`src/rtl/rgb_pwm_fader.sv`:
```
// RGB LED driver: PWM brightness cap with linear per-channel fades between off and DUTY_MAX.
// Duty changes are applied only at PWM period boundaries so every period is glitch-free.
module rgb_pwm_fader #(
    parameter int unsigned PWM_BITS         = 8,
    parameter int unsigned PWM_DIV          = 16,
    parameter int unsigned DUTY_MAX         = 64,
    parameter int unsigned FADE_STEP_CYCLES = 390625
) (
    input  logic       clk_100MHz,
    input  logic       reset,
    input  logic [2:0] rgb_in,
    input  logic       enable,
    output logic       led_r,
    output logic       led_g,
    output logic       led_b,
    output logic       busy
);

    localparam int unsigned DivW  = (PWM_DIV > 1) ? $clog2(PWM_DIV) : 1;
    localparam int unsigned FadeW = (FADE_STEP_CYCLES > 1) ? $clog2(FADE_STEP_CYCLES) : 1;

    localparam logic [DivW-1:0]     DivLast  = DivW'(PWM_DIV - 1);
    localparam logic [FadeW-1:0]    FadeLast = FadeW'(FADE_STEP_CYCLES - 1);
    localparam logic [PWM_BITS-1:0] PwmLast  = '1;
    localparam logic [PWM_BITS-1:0] DutyOn   = PWM_BITS'(DUTY_MAX);

    logic [DivW-1:0]          div_cnt_q, div_cnt_d;
    logic [PWM_BITS-1:0]      pwm_cnt_q, pwm_cnt_d;
    logic [FadeW-1:0]         fade_cnt_q, fade_cnt_d;
    logic [2:0][PWM_BITS-1:0] duty_q, duty_d;
    logic [2:0][PWM_BITS-1:0] act_q, act_d;
    logic [2:0][PWM_BITS-1:0] target;
    logic [2:0]               led_q, led_d;
    logic                     busy_q, busy_d;
    logic                     pwm_tick;
    logic                     step;
    logic                     period_end;

    assign pwm_tick   = (div_cnt_q == DivLast);
    assign step       = (fade_cnt_q == FadeLast);
    assign period_end = pwm_tick && (pwm_cnt_q == PwmLast);

    always_comb begin
        div_cnt_d  = pwm_tick ? '0 : div_cnt_q + DivW'(1);
        pwm_cnt_d  = pwm_tick ? pwm_cnt_q + PWM_BITS'(1) : pwm_cnt_q;
        fade_cnt_d = step ? '0 : fade_cnt_q + FadeW'(1);
        busy_d     = 1'b0;
        for (int c = 0; c < 3; c++) begin
            target[c] = rgb_in[c] ? DutyOn : '0;
            duty_d[c] = duty_q[c];
            // A target change mid-ramp simply reverses direction from the current duty.
            if (step) begin
                if (duty_q[c] < target[c]) begin
                    duty_d[c] = duty_q[c] + PWM_BITS'(1);
                end else if (duty_q[c] > target[c]) begin
                    duty_d[c] = duty_q[c] - PWM_BITS'(1);
                end
            end
            act_d[c] = period_end ? duty_q[c] : act_q[c];
            led_d[c] = enable & (pwm_cnt_q < act_q[c]);
            busy_d   = busy_d | (duty_q[c] != target[c]);
        end
    end

    always_ff @(posedge clk_100MHz) begin
        if (reset) begin
            div_cnt_q  <= '0;
            pwm_cnt_q  <= '0;
            fade_cnt_q <= '0;
            duty_q     <= '0;
            act_q      <= '0;
            led_q      <= '0;
            busy_q     <= 1'b0;
        end else begin
            div_cnt_q  <= div_cnt_d;
            pwm_cnt_q  <= pwm_cnt_d;
            fade_cnt_q <= fade_cnt_d;
            duty_q     <= duty_d;
            act_q      <= act_d;
            led_q      <= led_d;
            busy_q     <= busy_d;
        end
    end

    assign led_r = led_q[2];
    assign led_g = led_q[1];
    assign led_b = led_q[0];
    assign busy  = busy_q;

endmodule
```
`config.mk`:
```
export PLATFORM = sky130hd
export DESIGN_NAME = rgb_pwm_fader
export DESIGN_NICKNAME = d
export VERILOG_FILES = /design/src/rtl/rgb_pwm_fader.sv
export SDC_FILE = /design/constraint.sdc
export NUM_CORES = 1
export LEC_CHECK = 0
export BUFFER_PORTS_ARGS = -buffer_cell sky130_fd_sc_hd__buf_4
export CAP_MARGIN = 20
export CORE_ASPECT_RATIO = 0.7
export CORE_MARGIN = 8
export CORE_UTILIZATION = 40
export DETAILED_ROUTE_END_ITERATION = 6
export PLACE_DENSITY = 0.66
export SKIP_CTS_REPAIR_TIMING = 1
export SLEW_MARGIN = 5
export SYNTH_ARGS = -nofsm -noshare
export SYNTH_HDL_FRONTEND = slang
export SYNTH_SLANG_ARGS = --single-unit
```
`constraint.sdc`:
```
create_clock -name clk_100MHz -period 5.8 [get_ports clk_100MHz]
set_input_delay 0.87 -clock clk_100MHz [delete_from_list [all_inputs] [get_ports clk_100MHz]]
set_output_delay 0.87 -clock clk_100MHz [all_outputs]
set_load 0.02 [all_outputs]
```
==> results of run 1 <==
-- worst max-delay path, stage by stage --
cell and delay, ps:
buf_4 120, ha_1 210, nand2b_1 290, ha_1 360
and3_1 200, a221oi_1 400, a21oi_1 170, and4_1 230
a311o_1 300
-- cell usage in the layout, fill, tap and decap left out, drive strengths merged, types with 4 or more instances in the layout --
master   n
dfxtp   83
nor2    87
nor3     9
nand4    8
buf     10
a21o    15
ha      48
mux2i   42
a211oi  11
o21a     4
xnor2   16
nand2b   9
and3     7
nor4     4
nand3   18
nand2   12
clkbuf  10
o21ai   14
a21oi   16
inv     38
xor2    19
-- registers in the layout, summed over array words and instances (netlist names) --
register	cells
led_q	3
pwm_cnt_q	8
act_q	24
fade_cnt_q	19
div_cnt_q	4
busy	1
duty_q	24
-- routing by layer --
metal	up-vias	track usage, %
met5	-	0
met3	7	2.903
met4	0	5.255
li1	1852	-
met2	57	18.60
met1	1669	17.15
-- report_power, final --
| part | switching [mW] | internal [mW] |
|---|---|---|
| logic | 0.0339 | 0.0209 |
| registers | 0.00389 | 0.574 |
| clock network | 0.234 | 0.378 |
-- area by class of cell --
| class | count | area share [%] |
|---|---|---|
| clock buffer | 10 | 4.376 |
| clock inverter | 6 | 1.722 |
| inverter | 38 | 2.726 |
| multi-input combinational | 387 | 54.23 |
| sequential | 83 | 31.76 |
| tap | 157 | 3.754 |
| timing repair buffer | 10 | 1.435 |
-- per-stage QoR --
step                      power (mW)  utilization, %  hold slack, ps
after floorplan               0.6326               -           440.9
after global placement        0.6431           42.35           465.0
after detailed placement      0.6450           42.35           478.6
after CTS                      1.258           45.10           494.0
after global routing           1.288           45.10           513.4
final                          1.245           45.10           487.4
-- cells by family after synthesis --
group	share of synthesized area, %
buffers and inverters	4.767
adders and majority gates	13.98
AOI/OAI and AO/OA	11.36
and+or+nand+nor	19.33
muxes	8.898
DFF	35.17
xor gates and xnor gates	6.488
-- how the worst max path moves through the flow --
| stage | startpoint | endpoint | slack, ps | depth (start not counted) |
|---|---|---|---|---|
| detailed placement | rgb_in[0] | duty_q[7]$_SDFFE_PP0P_ | 2510 | 9 |
| global route | rgb_in[0] | duty_q[7]$_SDFFE_PP0P_ | 2690 | 9 |
| floorplan | rgb_in[0] | duty_q[7]$_SDFFE_PP0P_ | 2880 | 8 |
| finish | rgb_in[0] | duty_q[7]$_SDFFE_PP0P_ | 2850 | 9 |
| CTS | rgb_in[0] | duty_q[7]$_SDFFE_PP0P_ | 2860 | 9 |
| global placement | rgb_in[0] | duty_q[7]$_SDFFE_PP0P_ | 2600 | 9 |
==> results.md, run 1 <==
- Area Growth Syn to Fin: 10.75%
- Worst hold endpoint: div_cnt_q[3]$_SDFF_PP0_
- Routed WL: approximately 9.4 mm
- Maxcap violations: 0
- First-pass GRT wire length: around 16 mm
- Post-DP Area: 4913 um2
- Period utilization: slightly above 50%
- Synth Net Count: roughly 580
- RR Startpoint: duty_q[6]$_SDFFE_PP0P_
- Place WS: 2512 ps
- Worst-skew pair later-pin latency: approximately 340 ps
- Largest net degree at the start of global routing: 64
- CP required: around 6000 ps
- Cell area after layout: ~5200 um2
- Reg2Reg Capture Point: duty_q[7]$_SDFFE_PP0P_
- Peak supply drop: around 0.0002 V
- Hold path depth: 2
- YS warnings: 0
- Worst endpoint data arrival time: around 3200 ps
- Met3 routed WL: 312 um
- TNS Setup: 0 ps
- Post-route ant nets: 0
- Worst Max-Slew Pin Slew: around 670 ps
- Hold crit path type: flop to flop
- Via count: about 3,600
- Largest area contributor in the synthesized netlist: dfxtp_1
- DP HPWL: between 6 and 7 mm
- GRT overflow: 0
- Count of state elements after synthesis: 83
- DIE WIDTH: between 100 and 150 um
- Count leader, synth: nor2_1
- Max-slew headroom: a little under three fifths
- Worst setup EP type: flop
- Cell Pwr Density: 237.9 nW/um2
- TritonCTS clock tree: yes
- GRT Total Usage: around an eighth
- Vias/cell: 5.188
- Count of cell types in the netlist: 52
- WL/cell: roughly 14 um
- Status: finished clean
- Crit path time final: 2950 ps
- Final cell count without fillers: 691
- Post-Syn Instances: between 500 and 600
- Worst-case clock skew: approximately 9.7 ps
- Setup Viol. Count Final: 0
- Nets: about 600
- Commonest cells post-synth: nor2_1 (87), dfxtp_1 (83), ha_1 (48), mux2i_1 (42), inv_1 (38)
- Top cell type's share of synthesized area: between 30% and 40%
- Startpoint types: primary input
- FMAX: ~340 MHz
- Setup ws final: between 2000 and 3000 ps
- Root Driver: clkbuf_16
- Initial antenna violation count: 0
- Highest metal used: met4
- PortBufs: 9
- DR WL met2: approximately 4 mm
- Std cell rows: 33
- I/O pin total: 10
- Synth top area cells: dfxtp_1 (35%), ha_1 (13%), mux2i_1 (8.9%)
- Number of synthesized flops with an enable pin: 0
- Main synth FF type: dfxtp_1
- Metal1 wirelength: between 4 and 5 mm
- Vias in the first global route: 3,375
- CTS Buf Count: 9
- Clk sink count: a little over 80
- Hold path start: div_cnt_q[3]$_SDFF_PP0_
- 1st-iter DRT viols: 229
- Critical path class: primary input to flop
- Layout cell share with drive strength beyond 1: under 10%
- Remaining DRCs: 0
- Worst-case clock buffer depth: 2
- Initial Util: ~40%
- Mapped Area: 4725 um2
- CP Max Fanout: 9
- Syn_area_per_cell: approximately 9.0 um2
- Seq/Total Area, Yosys: between 30% and 40%
- Area taken by multi-input logic gates: 2838 um2
- Ys async rst share: 0%
- P_leak: 2.365 nW
- Total core area: 11,600 um2
- Die height: approximately 110 um
- First-pass DRT Iterations: 4
- Clock transition at the registers of the reported paths: 60 ps
- Reg2reg setup slack: between 3000 and 4000 ps
- Storage cell area: about 1700 um2
- H-tree levels: 3
- Final Max Slew Viols: 0
- Final Hold Viols: 0
- RSZ-0062 raised after global routing: false
- Die Area: around 16,000 um2
- Dpl cells: between 600 and 700
- Worst reg2reg path depth: 9
- Fillers: between 1,000 and 1,500
- RePlAce Congestion: 0.7851
- N_diodes: 0
Note: power is estimated with default switching activity, not from simulation.
==> inputs of run 2 (changes only) <==
Settings changed: PLACE_DENSITY 0.66 to 0.68.
Clock period 5.8 ns to 2.6 ns, I/O delays scaled along.
==> results.md, run 2 (synthesized netlist as in run 1, its figures left out) <==
- CP Max Fanout: 8 (-1)
- Dpl cells: 684 (+1.3%)
- Pwr Total: 2.676 mW (+110%)
- Metal1 wirelength: 4.670 mm (-4.6%)
- CP required: 2820 ps (-3210 ps)
- Final cell count without fillers: 699 (+1.2%)
- Die Area: 15,600 um2 (unchanged)
- Post-DP Area: 4981 um2 (+1.4%)
- Highest metal used: met4
- Worst-skew pair later-pin latency: 330 ps (about the same)
- Worst path buffer plus inverter count: 1 (unchanged)
- Worst-case clock skew: 5.505 ps (-4.188 ps)
- Clock transition at the registers of the reported paths: 60 ps (about the same)
- Crit. path cell count: 9 (unchanged)
- PortBufs: 9 (unchanged)
- Root Driver: clkbuf_16
- Vias in the first global route: 3,594 (+6.5%)
- Worst reg2reg path depth: 9 (unchanged)
- Setup ws final: 171.1 ps (-2679 ps)
- Total core area: 11,600 um2 (unchanged)
- DR WL met2: 4.421 mm (+7.9%)
- 1st-iter DRT viols: 205 (-10%)
- Final Max Slew Viols: 0 (unchanged)
- Commonest non-fill, non-tap cell in the layout: nor2_1
- RSZ-0062 raised after global routing: false
- Cell Pwr Density: 505.8 nW/um2 (+110%)
- Worst setup EP type: flop
- Initial Util: 40.72% (unchanged)
- Max-slew headroom: 55.13% (-0.39 points)
- Area taken by multi-input logic gates: 2854 um2 (+0.57%)
- Critical path class: flop to flop
- Top cell by count, worst path: ha_1
- Std cell rows: 33 (unchanged)
- Fillers: 1,093 (-3.0%)
- RePlAce Congestion: 0.8198 (+4.4%)
- Biggest regs: act_q (24), duty_q (24), fade_cnt_q (19)
- N_diodes: 0 (unchanged)
- First-pass DRT Iterations: 4 (unchanged)
- Storage cell area: 1662 um2 (unchanged)
- DP HPWL: 7.094 mm (+4.5%)
- Place WS: -63.49 ps (-2576 ps)
- Hold path depth: 2 (unchanged)
- Area Growth Syn to Fin: 12.00%
- GRT Total Usage: 13.08% (+0.56 points)
- WL/cell: 13.72 um (+0.90%)
- Period utilization: a little over 90%
- Clk sink count: 83 (unchanged)
- Layout cell share with drive strength beyond 1: 8.118% (+2.1 points)
- Most frequent cells in the layout: nor2_1 (87), dfxtp_1 (83), ha_1 (48)
- Cell area after layout: 5291 um2 (+1.1%)
- Worst-case clock buffer depth: 2 (unchanged)
- P_leak: 2.398 nW (+1.4%)
- TritonCTS clock tree: yes
- Maxcap violations: 0 (unchanged)
- DIE WIDTH: 145.9 um (unchanged)
- Via count: 3,612 (+0.75%)
- Vias/cell: 5.167 (-0.40%)
- Largest net degree at the start of global routing: 53 (-17%)
- CP top delay family: compound AO/OA/AOI/OAI gates
- Critical path, cell by cell: inv_1 -> ha_1 -> nand2b_2 -> ha_1 -> a21o_1 -> a221oi_2 -> a21oi_1 -> and4_1 -> a311o_1
- I/O pin total: 10 (unchanged)
- Worst endpoint data arrival time: 2650 ps (-530 ps)
- Die height: 106.9 um (unchanged)
- Met3 routed WL: 363 um (+16%)
- Final Hold Viols: 0 (unchanged)
- Worst Max-Slew Pin Slew: 667.9 ps (+0.7505 ps)
- Nets: 595 (+1.5%)
- Peak per-stage delay on the critical path: 390 ps (about the same)
- Peak supply drop: 0.0003012 V (+54%)
- Remaining DRCs: 0 (unchanged)
- Hold crit path type: primary input to flop
- First-pass GRT wire length: 16.83 mm (+3.8%)
- CTS Buf Count: 9 (unchanged)
- FMAX: around 400 MHz
- Initial antenna violation count: 0 (unchanged)
- Setup Viol. Count Final: 0 (unchanged)
- Status: finished clean
- Startpoint types: flop
- Routed WL: 9.587 mm (+2.1%)
- GRT overflow: 0 (unchanged)
- Crit path time final: approximately 2400 ps
- Slowest CP cell: dfxtp_1
- H-tree levels: 3 (unchanged)
- Post-route ant nets: 0 (unchanged)
run 2: worst register-to-register path: cells and delay by family, from the launching register on:
kind | cells | cell delay [ps]
adders and majority gates | 2 | 490
and+or+nand+nor | 2 | 390
DFF | 1 | 390
AOI/OAI and AO/OA | 4 | 990
buffers and inverters | 1 | 60
run 2: where the power goes:
part           total (mW)  internal [mW]  switching (mW)
clock                1.25          0.764           0.489
sequential           1.29           1.28         0.00905
combinational       0.133         0.0532          0.0793
total                2.68           2.10           0.578
run 2: layer usage:
metal / global-route usage [%] / up-vias
li1: - / 1871
met1: 16.34 / 1684
met2: 21.67 / 50
met3: 3.071 / 7
met4: 5.033 / 0
met5: 0 / -
run 2: final cells by class:
type / instances / share of cell area [%]
Clock inverter: 4 / 0.9695
Clock buffer: 11 / 4.587
Sequential cell: 83 / 31.40
Multi-Input combinational cell: 387 / 53.94
Tap cell: 157 / 3.712
Timing Repair Buffer: 19 / 2.696
Inverter: 38 / 2.696
run 2: per-stage QoR:
step	TNS [ps]	hold slack [ps]	utilization, %
finish	0	328.2	45.61
global route	0	324.3	45.61
CTS	-4.844	315.5	45.47
detailed placement	-63.49	483.1	42.93
global placement	0	458.5	42.93
floorplan	0	440.9	-
run 2: path summary, 6_finish.rpt:
kind / start / to / slack, ps
worst max-delay path: duty_q[6]$_SDFFE_PP0P_ / duty_q[7]$_SDFFE_PP0P_ / 170
worst min-delay path: reset / duty_q[12]$_SDFFE_PP0P_ / 330
worst max register to register: duty_q[6]$_SDFFE_PP0P_ / duty_q[7]$_SDFFE_PP0P_ / 170
worst min register to register: fade_cnt_q[0]$_SDFF_PP0_ / fade_cnt_q[0]$_SDFF_PP0_ / 490
